--- config.mk ---
export PLATFORM = sky130hd
export DESIGN_NAME = digit_scan_receiver_flat
export DESIGN_NICKNAME = d
export VERILOG_FILES = /design/src/rtl/digit_scan_receiver_pkg.sv /design/src/rtl/digit_scan_receiver_if.sv /design/src/rtl/digit_scan_receiver_decode.sv /design/src/rtl/digit_scan_receiver.sv /design/src/flat_wrapper.sv
export SDC_FILE = /design/constraint.sdc
export NUM_CORES = 1
export LEC_CHECK = 0
export ABC_AREA = 0
export CORE_UTILIZATION = 25
export DETAILED_ROUTE_END_ITERATION = 10
export SYNTH_ARGS = -nofsm -noshare
export SYNTH_HDL_FRONTEND = slang
export SYNTH_SLANG_ARGS = --single-unit
--- constraint.sdc ---
create_clock -name clk -period 3.3 [get_ports clk]
set_clock_uncertainty 0.2 [all_clocks]
set_input_delay 0.66 -clock clk [delete_from_list [all_inputs] [get_ports clk]]
set_output_delay 0.66 -clock clk [all_outputs]
set_load 0.02 [all_outputs]
--- src/rtl/digit_scan_receiver_pkg.sv ---
// Shared constants and types for the multiplexed 4-digit scan receiver.
package digit_scan_receiver_pkg;
   localparam logic [3:0] SEL_D0    = 4'b1110;
   localparam logic [3:0] SEL_D1    = 4'b1101;
   localparam logic [3:0] SEL_D2    = 4'b1011;
   localparam logic [3:0] SEL_D3    = 4'b0111;
   localparam logic [3:0] SEL_BLANK = 4'b1111;

   // Idle counter width; holds TIMEOUT values up to 255.
   localparam int TO_W = 8;

   typedef enum logic {HUNT = 1'b0, COLLECT = 1'b1} state_e;
endpackage

--- src/rtl/digit_scan_receiver_if.sv ---
// Scan-side inputs and captured-frame outputs of the receiver.
interface digit_scan_receiver_if;
   logic [3:0]  digit_select;
   logic [3:0]  digit_in;
   logic [15:0] value;
   logic        value_valid;
   logic        frame_done;
   logic        value_changed;
   logic        sel_error;
   logic        timeout_error;

   modport master (output digit_select, digit_in,
                   input  value, value_valid, frame_done, value_changed, sel_error, timeout_error);
   modport slave  (input  digit_select, digit_in,
                   output value, value_valid, frame_done, value_changed, sel_error, timeout_error);
endinterface

--- src/rtl/digit_scan_receiver_decode.sv ---
// Maps an active-low one-hot digit strobe to {legal, blank, index}.
module digit_sel_decode
   import digit_scan_receiver_pkg::*;
(
   input  logic [3:0] sel_i,
   output logic       legal_o,
   output logic       blank_o,
   output logic [1:0] index_o
);
   always_comb begin
      legal_o = 1'b1;
      blank_o = 1'b0;
      index_o = 2'd0;
      case (sel_i)
         SEL_D0:    index_o = 2'd0;
         SEL_D1:    index_o = 2'd1;
         SEL_D2:    index_o = 2'd2;
         SEL_D3:    index_o = 2'd3;
         SEL_BLANK: blank_o = 1'b1;
         default:   legal_o = 1'b0;
      endcase
   end
endmodule

--- src/rtl/digit_scan_receiver.sv ---
// Reassembles a scanned 4-digit display into a 16-bit value with order and idle checking.
module digit_scan_receiver
   import digit_scan_receiver_pkg::*;
#(
   parameter int TIMEOUT = 8
) (
   input  logic                 clk,
   input  logic                 reset,
   digit_scan_receiver_if.slave bus
);
   localparam logic [TO_W-1:0] TO_LAST = TO_W'(TIMEOUT - 1);

   logic [3:0]      sel_q, din_q;
   logic            legal, blank;
   logic [1:0]      idx;
   state_e          state_q, state_d;
   logic [1:0]      exp_q, exp_d;
   logic [TO_W-1:0] idle_q, idle_d;
   logic [15:0]     shadow_q, shadow_d, value_q, value_d, new_val;
   logic            valid_q, valid_d, frame_q, frame_d, changed_q, changed_d;
   logic            selerr_q, selerr_d, toerr_q, toerr_d;

   digit_sel_decode u_dec (.sel_i(sel_q), .legal_o(legal), .blank_o(blank), .index_o(idx));

   always_ff @(posedge clk or posedge reset) begin
      if (reset) begin
         sel_q     <= SEL_BLANK;
         din_q     <= 4'h0;
         state_q   <= HUNT;
         exp_q     <= 2'd0;
         idle_q    <= '0;
         shadow_q  <= 16'h0;
         value_q   <= 16'h0;
         valid_q   <= 1'b0;
         frame_q   <= 1'b0;
         changed_q <= 1'b0;
         selerr_q  <= 1'b0;
         toerr_q   <= 1'b0;
      end else begin
         sel_q     <= bus.digit_select;
         din_q     <= bus.digit_in;
         state_q   <= state_d;
         exp_q     <= exp_d;
         idle_q    <= idle_d;
         shadow_q  <= shadow_d;
         value_q   <= value_d;
         valid_q   <= valid_d;
         frame_q   <= frame_d;
         changed_q <= changed_d;
         selerr_q  <= selerr_d;
         toerr_q   <= toerr_d;
      end
   end

   always_comb begin
      state_d   = state_q;
      exp_d     = exp_q;
      idle_d    = idle_q;
      shadow_d  = shadow_q;
      value_d   = value_q;
      valid_d   = valid_q;
      frame_d   = 1'b0;
      changed_d = 1'b0;
      selerr_d  = 1'b0;
      toerr_d   = 1'b0;
      new_val   = shadow_q;
      new_val[{idx, 2'b00} +: 4] = din_q;

      if (!legal) begin
         selerr_d = 1'b1;
         state_d  = HUNT;
         exp_d    = 2'd0;
         idle_d   = '0;
         shadow_d = 16'h0;
      end else if (blank) begin
         if (state_q == COLLECT) begin
            if (idle_q == TO_LAST) begin
               toerr_d = 1'b1;
               state_d = HUNT;
               exp_d   = 2'd0;
               idle_d  = '0;
            end else begin
               idle_d = idle_q + TO_W'(1);
            end
         end
      end else begin
         idle_d = '0;
         if (state_q == HUNT) begin
            if (idx == 2'd0) begin
               shadow_d = new_val;
               exp_d    = 2'd1;
               state_d  = COLLECT;
            end
         end else if (idx == exp_q) begin
            shadow_d = new_val;
            if (idx == 2'd3) begin
               value_d   = new_val;
               frame_d   = 1'b1;
               valid_d   = 1'b1;
               changed_d = (new_val != value_q);
               state_d   = HUNT;
               exp_d     = 2'd0;
            end else begin
               exp_d = exp_q + 2'd1;
            end
         // In COLLECT the last stored index is always expected-1; a held digit just overwrites it.
         end else if (idx == exp_q - 2'd1) begin
            shadow_d = new_val;
         end else begin
            selerr_d = 1'b1;
            if (idx == 2'd0) begin
               shadow_d = new_val;
               exp_d    = 2'd1;
            end else begin
               state_d = HUNT;
               exp_d   = 2'd0;
            end
         end
      end
   end

   assign bus.value         = value_q;
   assign bus.value_valid   = valid_q;
   assign bus.frame_done    = frame_q;
   assign bus.value_changed = changed_q;
   assign bus.sel_error     = selerr_q;
   assign bus.timeout_error = toerr_q;
endmodule

--- src/flat_wrapper.sv ---
// flat-port wrapper written by rule: the top's interface ports become plain ports
module digit_scan_receiver_flat import digit_scan_receiver_pkg::*;
#(
   parameter int TIMEOUT = 8
)
  (clk, reset, bus_digit_select, bus_digit_in, bus_value, bus_value_valid, bus_frame_done, bus_value_changed, bus_sel_error, bus_timeout_error);
  digit_scan_receiver_if bus_i ();
  input  logic clk;
  input  logic reset;
  input wire logic [$bits(bus_i.digit_select)-1:0] bus_digit_select;
  input wire logic [$bits(bus_i.digit_in)-1:0] bus_digit_in;
  output wire logic [$bits(bus_i.value)-1:0] bus_value;
  output wire logic [$bits(bus_i.value_valid)-1:0] bus_value_valid;
  output wire logic [$bits(bus_i.frame_done)-1:0] bus_frame_done;
  output wire logic [$bits(bus_i.value_changed)-1:0] bus_value_changed;
  output wire logic [$bits(bus_i.sel_error)-1:0] bus_sel_error;
  output wire logic [$bits(bus_i.timeout_error)-1:0] bus_timeout_error;
  assign bus_i.digit_select = bus_digit_select;
  assign bus_i.digit_in = bus_digit_in;
  assign bus_value = bus_i.value;
  assign bus_value_valid = bus_i.value_valid;
  assign bus_frame_done = bus_i.frame_done;
  assign bus_value_changed = bus_i.value_changed;
  assign bus_sel_error = bus_i.sel_error;
  assign bus_timeout_error = bus_i.timeout_error;
  digit_scan_receiver #(.TIMEOUT(TIMEOUT)) u_core (.clk(clk), .reset(reset), .bus(bus_i));
endmodule
; ---- After elaboration in Yosys (flattened, before gate mapping)
; Index checks and enable logic that the tools add are counted.
[word_totals]
register_bits = 56
latch_bits = 0
mem_bits_rw = 0
rom_bits = 0
input_bits = 10
output_inout_bits = 21
elab_cells = 90
memories = 0
[op_classes]
addsub = 4
multipliers = 0
div = 0
n_lt_le_gt_ge = 0
n_eq_ne = 15
shifts = 2
muxes = 52
n_bitwise = 1
reduce_logical = 4
[op_table]
columns = op, count
row1 = 16-bit 2-to-1 mux, 6
row2 = 8-bit 2-to-1 mux, 4
row3 = 1-bit 2-to-1 mux, 31
row4 = 2-bit 2-to-1 mux, 9
row5 = 16-bit bitwise mux, 1
row6 = 4-bit equality test (second input constant), 4
row7 = 16-bit inequality test, 1
row8 = 4-bit by 6-bit variable shift with 16-bit output (first input constant), 1
row9 = 4-bit by 6-bit indexed part select with 16-bit output, 1
row10 = 3-bit inequality test (second input constant), 3
row11 = 8-bit by 1-bit adder with 8-bit output (second input constant), 1
row12 = 8-bit by 3-bit equality test with 1-bit output (second input constant), 1
row13 = 4-bit negator with 6-bit output, 1
row14 = 2-bit case mux with 3 select lines, 1
row15 = 5-bit inequality test (second input constant), 1
row16 = 5-bit AND reduction, 1
row17 = 5-bit OR reduction, 1
row18 = 2-bit equality test, 2
row19 = 4-bit by 3-bit equality test with 1-bit output (second input constant), 1
row20 = 4-bit AND reduction, 1
row21 = 2-bit by 1-bit adder with 2-bit output (second input constant), 1
row22 = 2-bit equality test (second input constant), 1
row23 = 2-bit logical NOT, 1
row24 = 2-bit inequality test (second input constant), 1
row25 = 2 further kinds, 2

; ---- Logic depth before layout (Yosys ltp)
; Gate-level depths: netlist of run 1.
[logic_depth]
ltp_word = 11
depth_mapped = 11
depth_no_buf = 10

; ---- Cells and area by module
; Synthesis of run 1 repeated with hierarchy kept, for this count alone.
[unflattened]
hier_cells = 331
hier_area_um2 = 3149.3
[modules_own_cells]
columns = mod, instances, cells_per_inst, area_per_inst_um2, seq_area_each_um2
row1 = digit_scan_receiver, 1, 323, 3090.5, 1406.3
row2 = digit_sel_decode, 1, 8, 58.8, 0.0

; ---- Worst setup path after synthesis of run 1
; OpenSTA, ideal clock, no wires.
[synth_timing]
kind = register to register
from = reg u_core.sel_q[3]
to = reg u_core.changed_q, in the netlist u_core.bus.value_changed
setup_time_ns = 0.136
arrival_ns = 3.045
t_required_ns = 2.964
setup_slack_ns = -0.081
stages_incl_launch_ff = 11
path_buffers = 1
period_less_slack_ns = 3.381
cell_sequence = dfstp_2 -> buf_4 -> xor2_2 -> nand2_1 -> ha_1 -> nor4b_4 -> a211oi_1 -> or4_4 -> a2111oi_4 -> and4_1 -> a31oi_1
[synth_via]
elab_chain_cells = 11
elab_cells_between_ends = 21
cone_classes = 1 x add/sub / 8 x eq/ne / 2 x shift / 9 x mux / 1 x reduce/logical
[synth_lines]
columns = item, line_no
row1 = "start, declared", digit_scan_receiver.sv:13  ; logic [3:0] sel_q, din_q;
row2 = "start signal, assigned", digit_scan_receiver.sv:40  ; sel_q <= bus.digit_select;
row3 = 4-bit by 3-bit equality test with 1-bit output or 4-bit equality test (tied branches), digit_scan_receiver_decode.sv:14  ; case (sel_i)
row4 = 2-bit case mux with 3 select lines, digit_scan_receiver_decode.sv:14
row5 = 4-bit negator with 6-bit output, digit_scan_receiver.sv:67  ; new_val[{idx, 2'b00} +: 4] = din_q;
row6 = 4-bit by 6-bit indexed part select with 16-bit output or 4-bit by 6-bit variable shift with 16-bit output (tied branches), digit_scan_receiver.sv:67
row7 = 16-bit bitwise mux, digit_scan_receiver.sv:67
row8 = 16-bit inequality test, digit_scan_receiver.sv:100  ; changed_d = (new_val != value_q);
row9 = 1-bit 2-to-1 mux, digit_scan_receiver.sv:96  ; if (idx == 2'd3) begin
row10 = 1-bit 2-to-1 mux, digit_scan_receiver.sv:94  ; end else if (idx == exp_q) begin
row11 = 1-bit 2-to-1 mux, digit_scan_receiver.sv:88  ; if (state_q == HUNT) begin
row12 = 1-bit 2-to-1 mux, digit_scan_receiver.sv:75  ; end else if (blank) begin
row13 = 1-bit 2-to-1 mux *, digit_scan_receiver.sv:69  ; if (!legal) begin
row14 = net u_core.changed_d, digit_scan_receiver.sv:20  ; logic valid_q, valid_d, frame_q, frame_d, changed_q, changed_d;
row15 = "end signal, assigned", digit_scan_receiver.sv:49  ; changed_q <= changed_d;
row16 = "end, declared", digit_scan_receiver.sv:20
; Mark *: on every way through the listed nets, which the timed path passes. The rest lies on a longest branch.
; A chain may end at the register's enable or synchronous reset.

; ---- Worst setup path in the final report of run 1
[layout_timing]
from = reg u_core.sel_q[1]
to = reg u_core.changed_q, in the netlist u_core.bus.value_changed
; Same word-level chain as after synthesis.

==> results of run 1 <==
-- cells by family (layout without fill, tap and decap cells) --
group,Yosys count,count (layout),synth area share
xor gates and xnor gates,16,16,0.0443
DFF,56,56,0.422
AOI/OAI and AO/OA,108,108,0.235
buffers and inverters,30,70,0.0383
adders and majority gates,9,9,0.0323
muxes,4,4,0.0128
and+or+nand+nor,125,125,0.215
-- cell type report --
| class | instances | share of cell area |
|---|---|---|
| clock buffer | 6 | 0.0313 |
| tap | 172 | 0.0522 |
| clock inverter | 2 | 0.00395 |
| timing repair buffer | 51 | 0.114 |
| sequential | 56 | 0.341 |
| multi-input combinational | 262 | 0.447 |
| inverter | 11 | 0.0100 |
-- worst paths after layout --
| path | slack (ns) | end | from |
|---|---|---|---|
| setup / recovery | 0.16 | u_core.bus.value_changed$_DFF_PP0_ | u_core.sel_q[1]$_DFF_PP1_ |
| max in group asynchronous | 1.75 | u_core.sel_q[2]$_DFF_PP1_ | reset |
| hold / removal | 0.27 | u_core.bus.value_valid$_DFFE_PP0P_ | u_core.bus.value_valid$_DFFE_PP0P_ |
| setup reg to reg | 0.16 | u_core.bus.value_changed$_DFF_PP0_ | u_core.sel_q[1]$_DFF_PP1_ |
| hold reg to reg | 0.27 | u_core.bus.value_valid$_DFFE_PP0P_ | u_core.bus.value_valid$_DFFE_PP0P_ |
| min in group asynchronous | 0.52 | u_core.shadow_q[0]$_DFFE_PP0P_ | reset |
-- metal layers --
metal | routed length [um] | vias up | track usage
met2 | 3930 | 53 | 0.207
met1 | 4130 | 1366 | 0.174
met3 | 322 | 9 | 0.0224
met5 | 0 | - | 0
li1 | - | 1350 | -
met4 | 102 | 0 | 0.0317
-- state kept, by name (all words and copies together) (netlist names) --
register                  flops
u_core.sel_q                  4
u_core.shadow_q              16
u_core.exp_q                  2
u_core.bus.value_changed      1
u_core.bus.value             16
u_core.idle_q                 8
u_core.din_q                  4
u_core.bus.timeout_error      1
u_core.bus.value_valid        1
u_core.bus.sel_error          1
u_core.state_q                1
u_core.bus.frame_done         1
-- cells in the mapped netlist (4+ instances only) --
cell / instances
dfrtp_1: 52
nand2_1: 33
a21oi_1: 24
nand2b_1: 20
a22o_1: 17
clkbuf_1: 16
o21ai_1: 13
nor2_1: 12
nor2b_1: 12
xnor2_1: 12
inv_1: 10
o21ai_0: 9
ha_1: 7
nand3_1: 7
nor3_1: 7
a31oi_1: 6
a22oi_1: 5
nor3b_1: 5
and2_1: 4
dfstp_2: 4
o211ai_1: 4
-- power by group through the flow --
stage	registers, W	clock network [W]	logic, W
after global routing	0.000726	0.000569	0.000247
after detailed placement	0.000736	0	0.000223
after global placement	0.000735	0	0.000220
final	0.000723	0.000531	0.000227
after floorplan	0.000727	0	0.000154
after CTS	0.000723	0.000546	0.000224
-- critical path, cell delays in order (launching register included) --
cell	delay, ns
dfstp_2	0.60
xor2_4	0.18
nand2_2	0.10
buf_4	0.17
ha_1	0.23
buf_4	0.18
nor3b_1	0.31
and2_2	0.26
a32oi_1	0.15
xnor2_1	0.18
nor4_2	0.34
a31oi_1	0.12
-- metrics by stage --
step	cells	setup WS (ns)
floorplan	348	0.0127
global placement	552	0.145
detailed placement	552	0.0971
CTS	560	0.0715
global route	560	0.0167
finish	560	0.156
==> run metrics, run 1 <==
type of destination of the critical path register; area of the multi-input gates about 1800 um^2; slew of the pin with the lowest slew margin 0.526 ns; # rows 41; hold crit path type register to register; WHS Path Cells 1; Synth Warn # 0; library cells used by synthesis 66; run status finished clean; final core occ 0.321; worst-path fanout max 7; ANT nets after route 0; final WL 8480 um; final setup violation count 0; layout cells sized above 1 0.137; via count 2778; Min Hold Slack 0.272 ns; unrepaired setup endpoints after global routing false; Post-CTS Resized 0; Detailed Route Iter0 Violations 289; global route total overflow 0; Pleak 1.63 nW; port bufs 30; HPWL after DPL 6050 um; peak supply drop slightly above 200 uV; first-pass GRT wire length 14300 um; Setup Buffers After CTS 0; Slew HR 0.649; n_diodes 0; Sw Pwr between 0.0003 and 0.0004 W; CTS tree yes; DRT Pass-1 Iters 4; CTS clk-pin slew, worst paths 0.07 ns; mapped cell area about 3300 um^2; FF+latch area 1410 um^2; residual DRC count 0; total track usage 0.127; f_max about 320 MHz; routability cong. 0.853; most common cell after layout, fill and taps aside dfrtp_1; register bit count reported by yosys between 50 and 60; Pwr Total 0.00148 W; power per cell area 359 nW/um^2; Final Critical Period 3.14 ns; fill cell count 1339; Cell Int Power about 0.0011 W; crit share post-route 0.953; Mean Syn Cell Area roughly 9.6 um^2; TNS Setup 0 ns; Fin. Hold Viols 0; Top Ports 31; Root Buffer clkbuf_16; Max-cap violations 0; core footprint ~13000 um^2; area leader, netlist dfrtp_1; Num CTS Buffers 5; Initial Utilization 0.260; WS Path Type register to register; vias in the first global route 2739; initial antenna violation count 0; r2r worst-path depth 11; Nets ~400; dpl cell area roughly 4000 um^2; main area contributors after synthesis dfrtp_1, a22o_1, nand2b_1; commonest cells after routing, fill and taps aside dfrtp_1, nand2_1, clkdlybuf4s50_1; DR WL/cell 15.1 um; Post-Syn Instances 348; largest net degree at the start of global routing 35; final slew viol count 0; fin area roughly 4100 um^2; Die Y around 120 um; die area 13800 um^2; H-tree levels 2; Post-synth top flop dfrtp_1; Switching Share 0.270; Die Width between 100 and 150 um; Comb power frac 0.153; Syn Nets 365; Post-synth EDFFs 0; post-synthesis async set-or-reset flop share 1.00; CP arrival 3.11 ns; sequential share of power 0.488; Synth top area share 0.391; clock power share 0.359; Clock Latency Late Sink 0.29 ns; sequential area share after synthesis 0.422; CP startpoint kind register; CTS sink cnt 56; Max Root-Sink Buffers 2; Synth-to-Final Area Change 23.7%; CP Data Required Time between 3 and 4 ns; via/cell ratio 4.96; Hold-fix buffers, CTS 0
Note: power is estimated with default switching activity, not from simulation.
==> inputs of run 2 (changes only) <==
--- a/config.mk
+++ b/config.mk
@@ -8,6 +8,7 @@
 export ABC_AREA = 0
 export CORE_UTILIZATION = 25
 export DETAILED_ROUTE_END_ITERATION = 10
+export SKIP_LAST_GASP = 1
 export SYNTH_ARGS = -nofsm -noshare
 export SYNTH_HDL_FRONTEND = slang
 export SYNTH_SLANG_ARGS = --single-unit
==> results of run 2 <==
The final DEF is identical to that of run 1; final timing and power are the same.
==> inputs of run 3 (changes only) <==
--- a/config.mk
+++ b/config.mk
@@ -6,7 +6,8 @@
 export NUM_CORES = 1
 export LEC_CHECK = 0
 export ABC_AREA = 0
-export CORE_UTILIZATION = 25
+export CORE_MARGIN = 3
+export CORE_UTILIZATION = 36
 export DETAILED_ROUTE_END_ITERATION = 10
 export SKIP_LAST_GASP = 1
 export SYNTH_ARGS = -nofsm -noshare
==> run 3 against run 2 <==
  * Flip-flop and latch count did not move
  * Final area fell by 2.9%
  * Register-to-register slack got worse by 0.02 ns
  * Clock-buffer cell count did not move
  * Largest power group unchanged
  * Largest cell class unchanged
==> run metrics, run 3 (synthesis gave the netlist of run 1 again) <==
ANT nets after route 0; CTS clk-pin slew, worst paths 0.10 ns; CTS sink cnt 56; fin area around 4000 um^2; Fin. Hold Viols 0; core footprint 8850 um^2; H-tree levels 2; Sw Pwr 0.000380 W; Synth-to-Final Area Change 20.1%; initial antenna violation count 0; worst-path fanout max 4; Top Ports 31; Num CTS Buffers 5; CP startpoint kind register; Comb power frac 0.158; residual DRC count 0; Pleak 1.61 nW; WS Path Type register to register; HPWL after DPL 5770 um; peak supply drop 187 uV; final slew viol count 0; CTS tree yes; via/cell ratio about 5.6; clock power share 0.297; first-pass GRT wire length 13300 um; vias in the first global route 2611; DP Cell Count 485; Die Width 102 um; Initial Utilization 0.377; final setup violation count 0; Final Critical Period 3.16 ns; slew of the pin with the lowest slew margin ~0.65 ns; Switching Share 0.283; f_max 316 MHz; # rows 34; CP arrival 3.15 ns; type of destination of the critical path register; Die Y 102 um; DR WL/cell 16.3 um; Pwr Total around 0.0013 W; Max Root-Sink Buffers 2; commonest cells after routing, fill and taps aside dfrtp_1, nand2_1, clkdlybuf4s50_1; DRT Pass-1 Iters 4; port bufs 30; Hold-fix buffers, CTS 0; Root Buffer clkbuf_8; hold crit path type register to register; power per cell area 336 nW/um^2; dpl cell area roughly 3900 um^2; most common cell after layout, fill and taps aside dfrtp_1; CP Data Required Time 3.29 ns; Non-Filler Instances slightly below 500; largest net degree at the start of global routing 28; Slew HR 0.568; via count about 2800; Clock Latency Late Sink a little over 0.3 ns; Cell Int Power 0.000964 W; die area 10400 um^2; crit share post-route 0.959; final WL 8060 um; run status finished clean; global route total overflow 0; Nets 403; total track usage 0.161; layout cells sized above 1 0.142; n_diodes 0; Max-cap violations 0; routability cong. 0.928; Detailed Route Iter0 Violations 156; sequential share of power 0.546
-- run 3: cell count changes in the layout (fill, tap and decap cells not counted), sizes merged --
cell	delta
buf	-1
clkinv	-1
clkinvlp	+1
-- run 3: layout make-up --
type	instances	area (um^2)
Fill cell	861	4850
Multi-Input combinational cell	262	1860
Sequential cell	56	1410
Timing Repair Buffer	50	463
Tap cell	108	135
Clock buffer	6	82.6
Inverter	11	41.3
Clock inverter	2	15.0
-- run 3: power groups by stage --
stage | Clock [W] | Combinational, W | Sequential (W)
after floorplan | 0 | 0.000154 | 0.000727
after global placement | 0 | 0.000202 | 0.000745
after detailed placement | 0 | 0.000205 | 0.000746
after CTS | 0.000417 | 0.000206 | 0.000733
after global routing | 0.000443 | 0.000233 | 0.000738
final | 0.000399 | 0.000212 | 0.000734
-- run 3: per-layer routing --
layer	track usage	vias to the layer above	wire length [um]
met5	0	-	0
met4	0.0283	0	58
met3	0.0287	4	361
met2	0.244	63	3560
met1	0.244	1363	4080
li1	-	1344	-
-- run 3: worst paths after layout --
path	start	cells past startpoint	slack, ns	to
setup / recovery	u_core.sel_q[3]$_DFF_PP1_	11	0.14	u_core.bus.value_changed$_DFF_PP0_
hold / removal	u_core.bus.value_valid$_DFFE_PP0P_	1	0.28	u_core.bus.value_valid$_DFFE_PP0P_
setup reg to reg	u_core.sel_q[3]$_DFF_PP1_	11	0.14	u_core.bus.value_changed$_DFF_PP0_
hold reg to reg	u_core.bus.value_valid$_DFFE_PP0P_	1	0.28	u_core.bus.value_valid$_DFFE_PP0P_
max in group asynchronous	reset	3	1.78	u_core.bus.value[6]$_DFFE_PP0P_
min in group asynchronous	reset	2	0.44	u_core.idle_q[7]$_DFFE_PP0P_
-- run 3: stage by stage --
| step | setup TNS, ns | util | hold WS [ns] | setup slack, ns |
|---|---|---|---|---|
| 6_report | 0 | 0.452 | 0.283 | 0.135 |
| 5_1_grt | -0.0143 | 0.452 | 0.332 | -0.0143 |
| 4_1_cts | 0 | 0.446 | 0.290 | 0.0152 |
| 3_5_place_dp | 0 | 0.435 | 0.261 | 0.0337 |
| 3_3_place_gp | 0 | 0.435 | 0.251 | 0.137 |
| 2_1_floorplan | 0 | - | 0.265 | 0.0127 |
-- run 3: what timing repair did --
action                                  4_1_cts  5_1_grt
endpoints found under the setup margin        0        1
gates resized for setup                       0        8
endpoints found under the hold margin         0        0
setup buffers                                 0        2
-- run 3: worst max-delay path, stage by stage (launching register included) --
cell	delay [ns]
dfstp_2	0.62
xor2_4	0.19
nand2_4	0.09
buf_4	0.15
inv_2	0.05
ha_2	0.19
nor4b_4	0.25
a211oi_2	0.11
or4_4	0.54
a2111oi_4	0.32
and4_1	0.25
a31oi_1	0.09
